## config.mk

```make
export PLATFORM = sky130hd
export DESIGN_NAME = axi_lite_master_flat
export DESIGN_NICKNAME = d
export VERILOG_FILES = /design/src/rtl/axi_lite_pkg.sv /design/src/rtl/axi_lite_if.sv /design/src/rtl/axi_lite_master.sv /design/src/flat_wrapper.sv
export SDC_FILE = /design/constraint.sdc
export NUM_CORES = 1
export LEC_CHECK = 0
export BUFFER_PORTS_ARGS = -buffer_cell sky130_fd_sc_hd__buf_2
export CORE_ASPECT_RATIO = 0.8
export CORE_MARGIN = 4
export CORE_UTILIZATION = 40
export CTS_BUF_LIST = sky130_fd_sc_hd__clkbuf_16
export CTS_CLUSTER_SIZE = 30
export DETAILED_ROUTE_END_ITERATION = 6
export GPL_TIMING_DRIVEN = 1
export HOLD_SLACK_MARGIN = 0.02
export PLACE_DENSITY = 0.7
export SETUP_SLACK_MARGIN = 0.15
export SYNTH_ARGS = -nofsm -noshare
export SYNTH_HDL_FRONTEND = slang
export SYNTH_SLANG_ARGS = --single-unit
```

## constraint.sdc

```tcl
create_clock -name axi_aclk -period 4.9 [get_ports axi_aclk]
set_input_delay 0.245 -clock axi_aclk [delete_from_list [all_inputs] [get_ports axi_aclk]]
set_output_delay 0.245 -clock axi_aclk [all_outputs]
set_load 0.1 [all_outputs]
```

## src/rtl/axi_lite_pkg.sv

```systemverilog
// Shared AXI4-Lite definitions for the PL-side master and the register-file slave.
// Holds the response codes, the master FSM states and the fixed data width.
package axi_lite_pkg;

  localparam int DATA_WIDTH = 32;

  typedef enum logic [1:0] {
    OKAY   = 2'b00,
    EXOKAY = 2'b01,
    SLVERR = 2'b10,
    DECERR = 2'b11
  } resp_t;

  typedef enum logic [2:0] {
    IDLE,
    WR,
    WR_RESP,
    RD,
    RD_DATA,
    RSP
  } state_t;

endpackage

```

## src/rtl/axi_lite_if.sv

```systemverilog
// AXI4-Lite bus bundle with initiator (master) and target (slave) views.
interface axi_lite_if #(
  parameter int ADDR_WIDTH = 32,
  parameter int DATA_WIDTH = 32
);

  logic [ADDR_WIDTH-1:0]   awaddr;
  logic [2:0]              awprot;
  logic                    awvalid;
  logic                    awready;
  logic [DATA_WIDTH-1:0]   wdata;
  logic [DATA_WIDTH/8-1:0] wstrb;
  logic                    wvalid;
  logic                    wready;
  logic [1:0]              bresp;
  logic                    bvalid;
  logic                    bready;
  logic [ADDR_WIDTH-1:0]   araddr;
  logic [2:0]              arprot;
  logic                    arvalid;
  logic                    arready;
  logic [DATA_WIDTH-1:0]   rdata;
  logic [1:0]              rresp;
  logic                    rvalid;
  logic                    rready;

  modport master (
    output awaddr, awprot, awvalid, input awready,
    output wdata, wstrb, wvalid, input wready,
    input bresp, bvalid, output bready,
    output araddr, arprot, arvalid, input arready,
    input rdata, rresp, rvalid, output rready
  );

  modport slave (
    input awaddr, awprot, awvalid, output awready,
    input wdata, wstrb, wvalid, output wready,
    output bresp, bvalid, input bready,
    input araddr, arprot, arvalid, output arready,
    output rdata, rresp, rvalid, input rready
  );

endinterface

```

## src/rtl/axi_lite_master.sv

```systemverilog
// Single-outstanding AXI4-Lite initiator: turns a command/response handshake into
// bus reads and writes, with a sticky watchdog flag for slaves that never answer.
module axi_lite_master
  import axi_lite_pkg::*;
#(
  parameter int C_M_AXI_ADDR_WIDTH = 32,
  parameter int C_M_AXI_DATA_WIDTH = DATA_WIDTH,
  parameter int TIMEOUT_CYCLES     = 1024
) (
  input  logic                            axi_aclk,
  input  logic                            axi_areset,
  input  logic                            cmd_valid,
  output logic                            cmd_ready,
  input  logic                            cmd_write,
  input  logic [C_M_AXI_ADDR_WIDTH-1:0]   cmd_addr,
  input  logic [C_M_AXI_DATA_WIDTH-1:0]   cmd_wdata,
  input  logic [C_M_AXI_DATA_WIDTH/8-1:0] cmd_wstrb,
  output logic                            rsp_valid,
  input  logic                            rsp_ready,
  output logic                            rsp_write,
  output logic [C_M_AXI_DATA_WIDTH-1:0]   rsp_rdata,
  output logic [1:0]                      rsp_resp,
  output logic                            timeout,
  axi_lite_if.master                      m_axi
);

  localparam logic [15:0] WDOG_LIMIT = 16'(TIMEOUT_CYCLES);

  state_t state, state_next;

  logic [C_M_AXI_ADDR_WIDTH-1:0]   addr_q;
  logic [C_M_AXI_DATA_WIDTH-1:0]   wdata_q;
  logic [C_M_AXI_DATA_WIDTH/8-1:0] wstrb_q;
  logic [C_M_AXI_DATA_WIDTH-1:0]   rdata_q;
  logic                            write_q;
  resp_t                           resp_q;
  logic                            aw_done, w_done;
  logic [15:0]                     wdog_count;
  logic                            timeout_q;

  logic cmd_accept, aw_hs, w_hs, b_hs, ar_hs, r_hs, rsp_hs, bus_state;

  // Every VALID/READY is decoded from registered state only, so reset drops them at once.
  assign cmd_ready     = (state == IDLE) && !axi_areset;
  assign m_axi.awvalid = (state == WR) && !aw_done;
  assign m_axi.wvalid  = (state == WR) && !w_done;
  assign m_axi.bready  = (state == WR) || (state == WR_RESP);
  assign m_axi.arvalid = (state == RD);
  assign m_axi.rready  = (state == RD_DATA);
  assign rsp_valid     = (state == RSP);

  assign m_axi.awaddr = addr_q;
  assign m_axi.araddr = addr_q;
  assign m_axi.wdata  = wdata_q;
  assign m_axi.wstrb  = wstrb_q;
  assign m_axi.awprot = 3'b000;
  assign m_axi.arprot = 3'b000;

  assign rsp_write = write_q;
  assign rsp_rdata = rdata_q;
  assign rsp_resp  = resp_q;
  assign timeout   = timeout_q;

  assign cmd_accept = cmd_valid && cmd_ready;
  assign aw_hs      = m_axi.awvalid && m_axi.awready;
  assign w_hs       = m_axi.wvalid && m_axi.wready;
  assign b_hs       = m_axi.bvalid && m_axi.bready;
  assign ar_hs      = m_axi.arvalid && m_axi.arready;
  assign r_hs       = m_axi.rvalid && m_axi.rready;
  assign rsp_hs     = rsp_valid && rsp_ready;
  assign bus_state  = state inside {WR, WR_RESP, RD, RD_DATA};

  always_ff @(posedge axi_aclk or posedge axi_areset) begin
    if (axi_areset) begin
      state <= IDLE;
    end else begin
      state <= state_next;
    end
  end

  always_comb begin
    state_next = state;
    case (state)
      IDLE: begin
        if (cmd_accept) begin
          state_next = cmd_write ? WR : RD;
        end
      end
      WR: begin
        // A B beat arriving in the cycle that completes AW/W is consumed right away.
        if ((aw_done || aw_hs) && (w_done || w_hs)) begin
          state_next = b_hs ? RSP : WR_RESP;
        end
      end
      WR_RESP: begin
        if (b_hs) begin
          state_next = RSP;
        end
      end
      RD: begin
        if (ar_hs) begin
          state_next = RD_DATA;
        end
      end
      RD_DATA: begin
        if (r_hs) begin
          state_next = RSP;
        end
      end
      RSP: begin
        if (rsp_hs) begin
          state_next = IDLE;
        end
      end
      default: state_next = IDLE;
    endcase
  end

  always_ff @(posedge axi_aclk or posedge axi_areset) begin
    if (axi_areset) begin
      addr_q  <= '0;
      wdata_q <= '0;
      wstrb_q <= '0;
      write_q <= 1'b0;
      aw_done <= 1'b0;
      w_done  <= 1'b0;
      rdata_q <= '0;
      resp_q  <= OKAY;
    end else begin
      if (cmd_accept) begin
        addr_q  <= cmd_addr;
        wdata_q <= cmd_wdata;
        wstrb_q <= cmd_wstrb;
        write_q <= cmd_write;
        aw_done <= 1'b0;
        w_done  <= 1'b0;
      end else begin
        if (aw_hs) aw_done <= 1'b1;
        if (w_hs)  w_done  <= 1'b1;
      end
      if (state_next == RSP && state != RSP) begin
        if (write_q) begin
          resp_q  <= resp_t'(m_axi.bresp);
          rdata_q <= '0;
        end else begin
          resp_q  <= resp_t'(m_axi.rresp);
          rdata_q <= m_axi.rdata;
        end
      end
    end
  end

  // Watchdog only observes; the bus transaction is left running after the flag sets.
  always_ff @(posedge axi_aclk or posedge axi_areset) begin
    if (axi_areset) begin
      wdog_count <= '0;
      timeout_q  <= 1'b0;
    end else begin
      if (state_next != state) begin
        wdog_count <= '0;
      end else if (bus_state && wdog_count != WDOG_LIMIT) begin
        wdog_count <= wdog_count + 16'd1;
      end
      if (cmd_accept) begin
        timeout_q <= 1'b0;
      end else if (bus_state && state_next == state && wdog_count != WDOG_LIMIT &&
                   (wdog_count + 16'd1) == WDOG_LIMIT) begin
        timeout_q <= 1'b1;
      end
    end
  end

endmodule

```

## src/flat_wrapper.sv

```systemverilog
// flat-port wrapper written by rule: the top's interface ports become plain ports
module axi_lite_master_flat import axi_lite_pkg::*;
#(
  parameter int C_M_AXI_ADDR_WIDTH = 32,
  parameter int C_M_AXI_DATA_WIDTH = DATA_WIDTH,
  parameter int TIMEOUT_CYCLES     = 1024
)
  (axi_aclk, axi_areset, cmd_valid, cmd_ready, cmd_write, cmd_addr, cmd_wdata, cmd_wstrb, rsp_valid, rsp_ready, rsp_write, rsp_rdata, rsp_resp, timeout, m_axi_awaddr, m_axi_awprot, m_axi_awvalid, m_axi_awready, m_axi_wdata, m_axi_wstrb, m_axi_wvalid, m_axi_wready, m_axi_bresp, m_axi_bvalid, m_axi_bready, m_axi_araddr, m_axi_arprot, m_axi_arvalid, m_axi_arready, m_axi_rdata, m_axi_rresp, m_axi_rvalid, m_axi_rready);
  axi_lite_if #(.ADDR_WIDTH((32)), .DATA_WIDTH((32))) m_axi_i ();
  input  logic axi_aclk;
  input  logic axi_areset;
  input  logic cmd_valid;
  output logic cmd_ready;
  input  logic cmd_write;
  input  logic [C_M_AXI_ADDR_WIDTH-1:0] cmd_addr;
  input  logic [C_M_AXI_DATA_WIDTH-1:0] cmd_wdata;
  input  logic [C_M_AXI_DATA_WIDTH/8-1:0] cmd_wstrb;
  output logic rsp_valid;
  input  logic rsp_ready;
  output logic rsp_write;
  output logic [C_M_AXI_DATA_WIDTH-1:0] rsp_rdata;
  output logic [1:0] rsp_resp;
  output logic timeout;
  output wire logic [$bits(m_axi_i.awaddr)-1:0] m_axi_awaddr;
  output wire logic [$bits(m_axi_i.awprot)-1:0] m_axi_awprot;
  output wire logic [$bits(m_axi_i.awvalid)-1:0] m_axi_awvalid;
  input wire logic [$bits(m_axi_i.awready)-1:0] m_axi_awready;
  output wire logic [$bits(m_axi_i.wdata)-1:0] m_axi_wdata;
  output wire logic [$bits(m_axi_i.wstrb)-1:0] m_axi_wstrb;
  output wire logic [$bits(m_axi_i.wvalid)-1:0] m_axi_wvalid;
  input wire logic [$bits(m_axi_i.wready)-1:0] m_axi_wready;
  input wire logic [$bits(m_axi_i.bresp)-1:0] m_axi_bresp;
  input wire logic [$bits(m_axi_i.bvalid)-1:0] m_axi_bvalid;
  output wire logic [$bits(m_axi_i.bready)-1:0] m_axi_bready;
  output wire logic [$bits(m_axi_i.araddr)-1:0] m_axi_araddr;
  output wire logic [$bits(m_axi_i.arprot)-1:0] m_axi_arprot;
  output wire logic [$bits(m_axi_i.arvalid)-1:0] m_axi_arvalid;
  input wire logic [$bits(m_axi_i.arready)-1:0] m_axi_arready;
  input wire logic [$bits(m_axi_i.rdata)-1:0] m_axi_rdata;
  input wire logic [$bits(m_axi_i.rresp)-1:0] m_axi_rresp;
  input wire logic [$bits(m_axi_i.rvalid)-1:0] m_axi_rvalid;
  output wire logic [$bits(m_axi_i.rready)-1:0] m_axi_rready;
  assign m_axi_awaddr = m_axi_i.awaddr;
  assign m_axi_awprot = m_axi_i.awprot;
  assign m_axi_awvalid = m_axi_i.awvalid;
  assign m_axi_i.awready = m_axi_awready;
  assign m_axi_wdata = m_axi_i.wdata;
  assign m_axi_wstrb = m_axi_i.wstrb;
  assign m_axi_wvalid = m_axi_i.wvalid;
  assign m_axi_i.wready = m_axi_wready;
  assign m_axi_i.bresp = m_axi_bresp;
  assign m_axi_i.bvalid = m_axi_bvalid;
  assign m_axi_bready = m_axi_i.bready;
  assign m_axi_araddr = m_axi_i.araddr;
  assign m_axi_arprot = m_axi_i.arprot;
  assign m_axi_arvalid = m_axi_i.arvalid;
  assign m_axi_i.arready = m_axi_arready;
  assign m_axi_i.rdata = m_axi_rdata;
  assign m_axi_i.rresp = m_axi_rresp;
  assign m_axi_i.rvalid = m_axi_rvalid;
  assign m_axi_rready = m_axi_i.rready;
  axi_lite_master #(.C_M_AXI_ADDR_WIDTH(C_M_AXI_ADDR_WIDTH), .C_M_AXI_DATA_WIDTH(C_M_AXI_DATA_WIDTH), .TIMEOUT_CYCLES(TIMEOUT_CYCLES)) u_core (.axi_aclk(axi_aclk), .axi_areset(axi_areset), .cmd_valid(cmd_valid), .cmd_ready(cmd_ready), .cmd_write(cmd_write), .cmd_addr(cmd_addr), .cmd_wdata(cmd_wdata), .cmd_wstrb(cmd_wstrb), .rsp_valid(rsp_valid), .rsp_ready(rsp_ready), .rsp_write(rsp_write), .rsp_rdata(rsp_rdata), .rsp_resp(rsp_resp), .timeout(timeout), .m_axi(m_axi_i));
endmodule
```

==> summary.md <==
The start point of the critical path is u_core.state[2]$_DFF_PP0_. The cell at the root of the clock tree was sky130_fd_sc_hd__clkbuf_16. For the worst-skew pair, the clock arrives at the later sink with an insertion delay of 410 ps.

Summed over all layers, the routed wires come to 15900 um. The share of final-layout standard cells stronger than drive strength 1 was 32.1%. The maximum achievable frequency is 0.360 GHz, and the aggregate global-route resource usage is 19.5%. After routing, the total negative slack on setup checks comes to 0 ps. The I/O pin count is 263.

In this run the critical register-to-register path is launched from u_core.state[2]$_DFF_PP0_. The final number of hold-violating endpoints is 0. Dividing the final minimum period by the clock period gives 56.7%. The floorplan has 39 rows. The CTS buffer count is 17, and the post-synthesis instance area is 0.00581 mm2.

Setup repair after global routing left no endpoint under its margin. The die covers 0.0165 mm2. The filler cells instantiated in the layout total 1261. The largest area contributor in the synthesized netlist is sky130_fd_sc_hd__dfrtp_1. Initial antenna violation count: 1. The most used flip-flop cell after synthesis is sky130_fd_sc_hd__dfrtp_1. 0 antenna diodes ended up in the layout. The count of flip-flops with a built-in enable after synthesis came out at 0.

After floorplanning, the core was sized to cover 0.0142 mm2. The logs give 5130 ps for the required time of the worst setup path and 25.0% for the met1 track demand over resource. Counting cells, the worst reg-to-reg path comes to 5. Via count of the first global-routing pass: 5274. The clock period could shrink to 2780 ps.

In the global route stage, met2 resource usage came out at 31.3%. Kind of capture point of the worst setup path: a register. Dividing the synthesized area by the synthesized cell count gives 8.80 um2.

The worst hold path belongs to the class in2reg. After synthesis, the share of flip-flops with an asynchronous set or reset is 100%. In the layout the commonest cells are sky130_fd_sc_hd__nand2_1 (258), sky130_fd_sc_hd__buf_2 (256), sky130_fd_sc_hd__dfrtp_1 (125), sky130_fd_sc_hd__dlygate4sd3_1 (58), sky130_fd_sc_hd__nand2b_1 (35).

For this run, the register share of the synthesized area comes to 53.8%. The total of buffers placed on input and output ports is 256. Entering global routing, the biggest net connects 79 pins. The count of cells along the worst hold path works out to 3. In this run, the number of DRC markers left after iteration 0 of detailed routing was 259. After detailed routing, the number of vias per cell comes to 4.65. For the final hold slack, the log shows 38.2 ps.

The max-cap violation count was 0. Once detail routing completed, the nets flagged for antenna violations numbered 0. Summed over all nets, the half-perimeter wirelength after detailed placement is 10400 um. Final weighted congestion of routability-driven global placement: 0.803.

The clock-pin transition on the worst setup and hold timing paths is 60 ps, and the distinct cell type count after synthesis is 51. The detailed router placed 5227 vias in this run. On the final layout, the worst clock skew is 9.82 ps. The synthesized design devotes to its leading area cell type 53.8% of total area. In this run the worst path has a maximum fanout of 68. The global-route wire length before repair was 25700 um; the internal reg-to-reg setup slack was 2120 ps. The logs give 0.00809 mm2 for the final cell area excluding filler cells and 0 for the number of warnings reported in the yosys synthesis log.

In the routed design, unresolved DRC markers number 0. The synthesized design contains 125 register bits. CTS saw 125 sinks. STA puts the critical path data arrival time at 3010 ps. Global routing consumed, on the met3 layer, 6.06% of the routing resources. The area growth from synthesis to layout is 39.3%.

The worst register-to-register path ends at u_core.rsp_rdata[21]$_DFFE_PP0P_. Type of the setup path with the least slack: reg2reg. TritonCTS built the clock tree. The number of setup buffers added after CTS is 0.

In this run the cell area measured after placement is 0.00695 mm2. Global routing finished with a remaining overflow of 0. STA classifies the critical path startpoint as a register. The run finished with clean final reports.

In this run the tightest slew margin relative to its limit is 30.6%. The die is 116 um tall. For the maximum buffer depth of the clock tree, the log shows 2. In the final routed layout, each cell accounts on average for 14.2 um. By area the synthesized netlist is led by sky130_fd_sc_hd__dfrtp_1 (54%), sky130_fd_sc_hd__nand2_1 (17%), sky130_fd_sc_hd__buf_4 (4.9%). The starting density of the core came out at 40.8%. The final number of setup-violating endpoints came out at 0. Startpoint of the tightest hold check path: cmd_wstrb[0].

The logs give 0 for the final number of max-transition violations and 660 for the synthesized netlist cell count. The library cell used most frequently in the layout, excluding fill and tap cells, is sky130_fd_sc_hd__nand2_1. The net count of the finished layout is 1045. For the pin with the worst max-slew slack, the measured transition is 1040 ps. The die width is 143 um.

Critical path endpoint: u_core.rsp_rdata[21]$_DFFE_PP0P_. Global-route layer with the greatest usage: met2. The clock tree synthesis step divided the H-tree into 4 levels.

The first TritonRoute pass finished after 5 iterations.
[worst min path at each step]
stage / to
after global placement: u_core.m_axi.wdata[12]$_DFFE_PP0P_
after detailed placement: u_core.m_axi.araddr[10]$_DFFE_PP0P_
after floorplan: u_core.m_axi.araddr[0]$_DFFE_PP0P_
after CTS: u_core.m_axi.araddr[3]$_DFFE_PP0P_
after global routing: u_core.m_axi.wstrb[0]$_DFFE_PP0P_
final: u_core.m_axi.wstrb[0]$_DFFE_PP0P_
[metal layers]
metal | vias up | part of all wire (%)
li1 | 2606 | -
met3 | 31 | 7.6
met1 | 2384 | 42
met4 | 2 | 2.2
met5 | - | 0.044
met2 | 204 | 48
[logic make-up (layout without fill, tap and decap cells)]
group	after synthesis	after routing	synth area share (%)
AND/OR/NAND/NOR	368	368	27.8
flip-flops	125	125	53.8
buffers and inverters	78	354	7.62
AO/OA/AOI/OAI	64	64	6.81
XOR/XNOR	18	18	2.71
adder cells (fa/ha/maj)	3	3	0.646
multiplexers	3	3	0.538
other	1	6	0.0646
[synth_stat cells, types with 2 or more instances]
cell / instances
sky130_fd_sc_hd__a21oi_1: 5
sky130_fd_sc_hd__a311o_1: 2
sky130_fd_sc_hd__a31oi_1: 2
sky130_fd_sc_hd__and2_1: 7
sky130_fd_sc_hd__and3_1: 4
sky130_fd_sc_hd__buf_2: 6
sky130_fd_sc_hd__buf_4: 38
sky130_fd_sc_hd__clkbuf_1: 29
sky130_fd_sc_hd__dfrtp_1: 125
sky130_fd_sc_hd__ha_1: 3
sky130_fd_sc_hd__inv_1: 5
sky130_fd_sc_hd__mux2i_1: 2
sky130_fd_sc_hd__nand2_1: 259
sky130_fd_sc_hd__nand2b_1: 35
sky130_fd_sc_hd__nand3_1: 6
sky130_fd_sc_hd__nand4_1: 8
sky130_fd_sc_hd__nor2_1: 28
sky130_fd_sc_hd__nor2b_1: 4
sky130_fd_sc_hd__nor3_1: 3
sky130_fd_sc_hd__nor4_1: 2
sky130_fd_sc_hd__nor4bb_1: 3
sky130_fd_sc_hd__o21ai_0: 16
sky130_fd_sc_hd__o21ai_1: 24
sky130_fd_sc_hd__xnor2_1: 4
sky130_fd_sc_hd__xor2_1: 14
[sequential cells by signal (all words and copies together), names as in the netlist, 2 cells and up]
register,cells
u_core.m_axi.araddr,32
u_core.m_axi.wdata,32
u_core.m_axi.wstrb,4
u_core.rsp_rdata,32
u_core.rsp_resp,2
u_core.state,3
u_core.wdog_count,16
[stage by stage]
| step | setup slack, ps | util [%] | cells |
|---|---|---|---|
| CTS | 2090 | 56.8 | 1125 |
| global route | 1800 | 56.8 | 1125 |
| global placement | 2210 | 48.7 | 1035 |
| finish | 2120 | 56.8 | 1125 |
| detailed placement | 2090 | 48.7 | 1035 |
| floorplan | 961 | - | 665 |
[critical path, stage by stage (launching register included)]
cell	delay [ps]
sky130_fd_sc_hd__dfrtp_1	660
sky130_fd_sc_hd__nor4bb_1	170
sky130_fd_sc_hd__a311o_1	380
sky130_fd_sc_hd__a311oi_2	310
sky130_fd_sc_hd__a211o_2	820
sky130_fd_sc_hd__o21ai_0	250
[timing repair]
| action | CTS | global route |
|---|---|---|
| hold endpoints to repair | 58 | 0 |
| hold buffers | 58 | 0 |
| resized for setup | 0 | 0 |
[area by class of cell]
cell class / count / area, um2 / area share [%]
tap: 184 / 230 / 2.84
timing repair buffer: 317 / 1880 / 23.3
sequential: 125 / 3130 / 38.6
clock inverter: 15 / 143 / 1.76
inverter: 5 / 21.3 / 0.263
multi-input combinational: 462 / 2260 / 27.9
clock buffer: 17 / 425 / 5.26
Power is not shown: default switching activity piles up to over one toggle a cycle in this logic, so the estimate is an artifact.
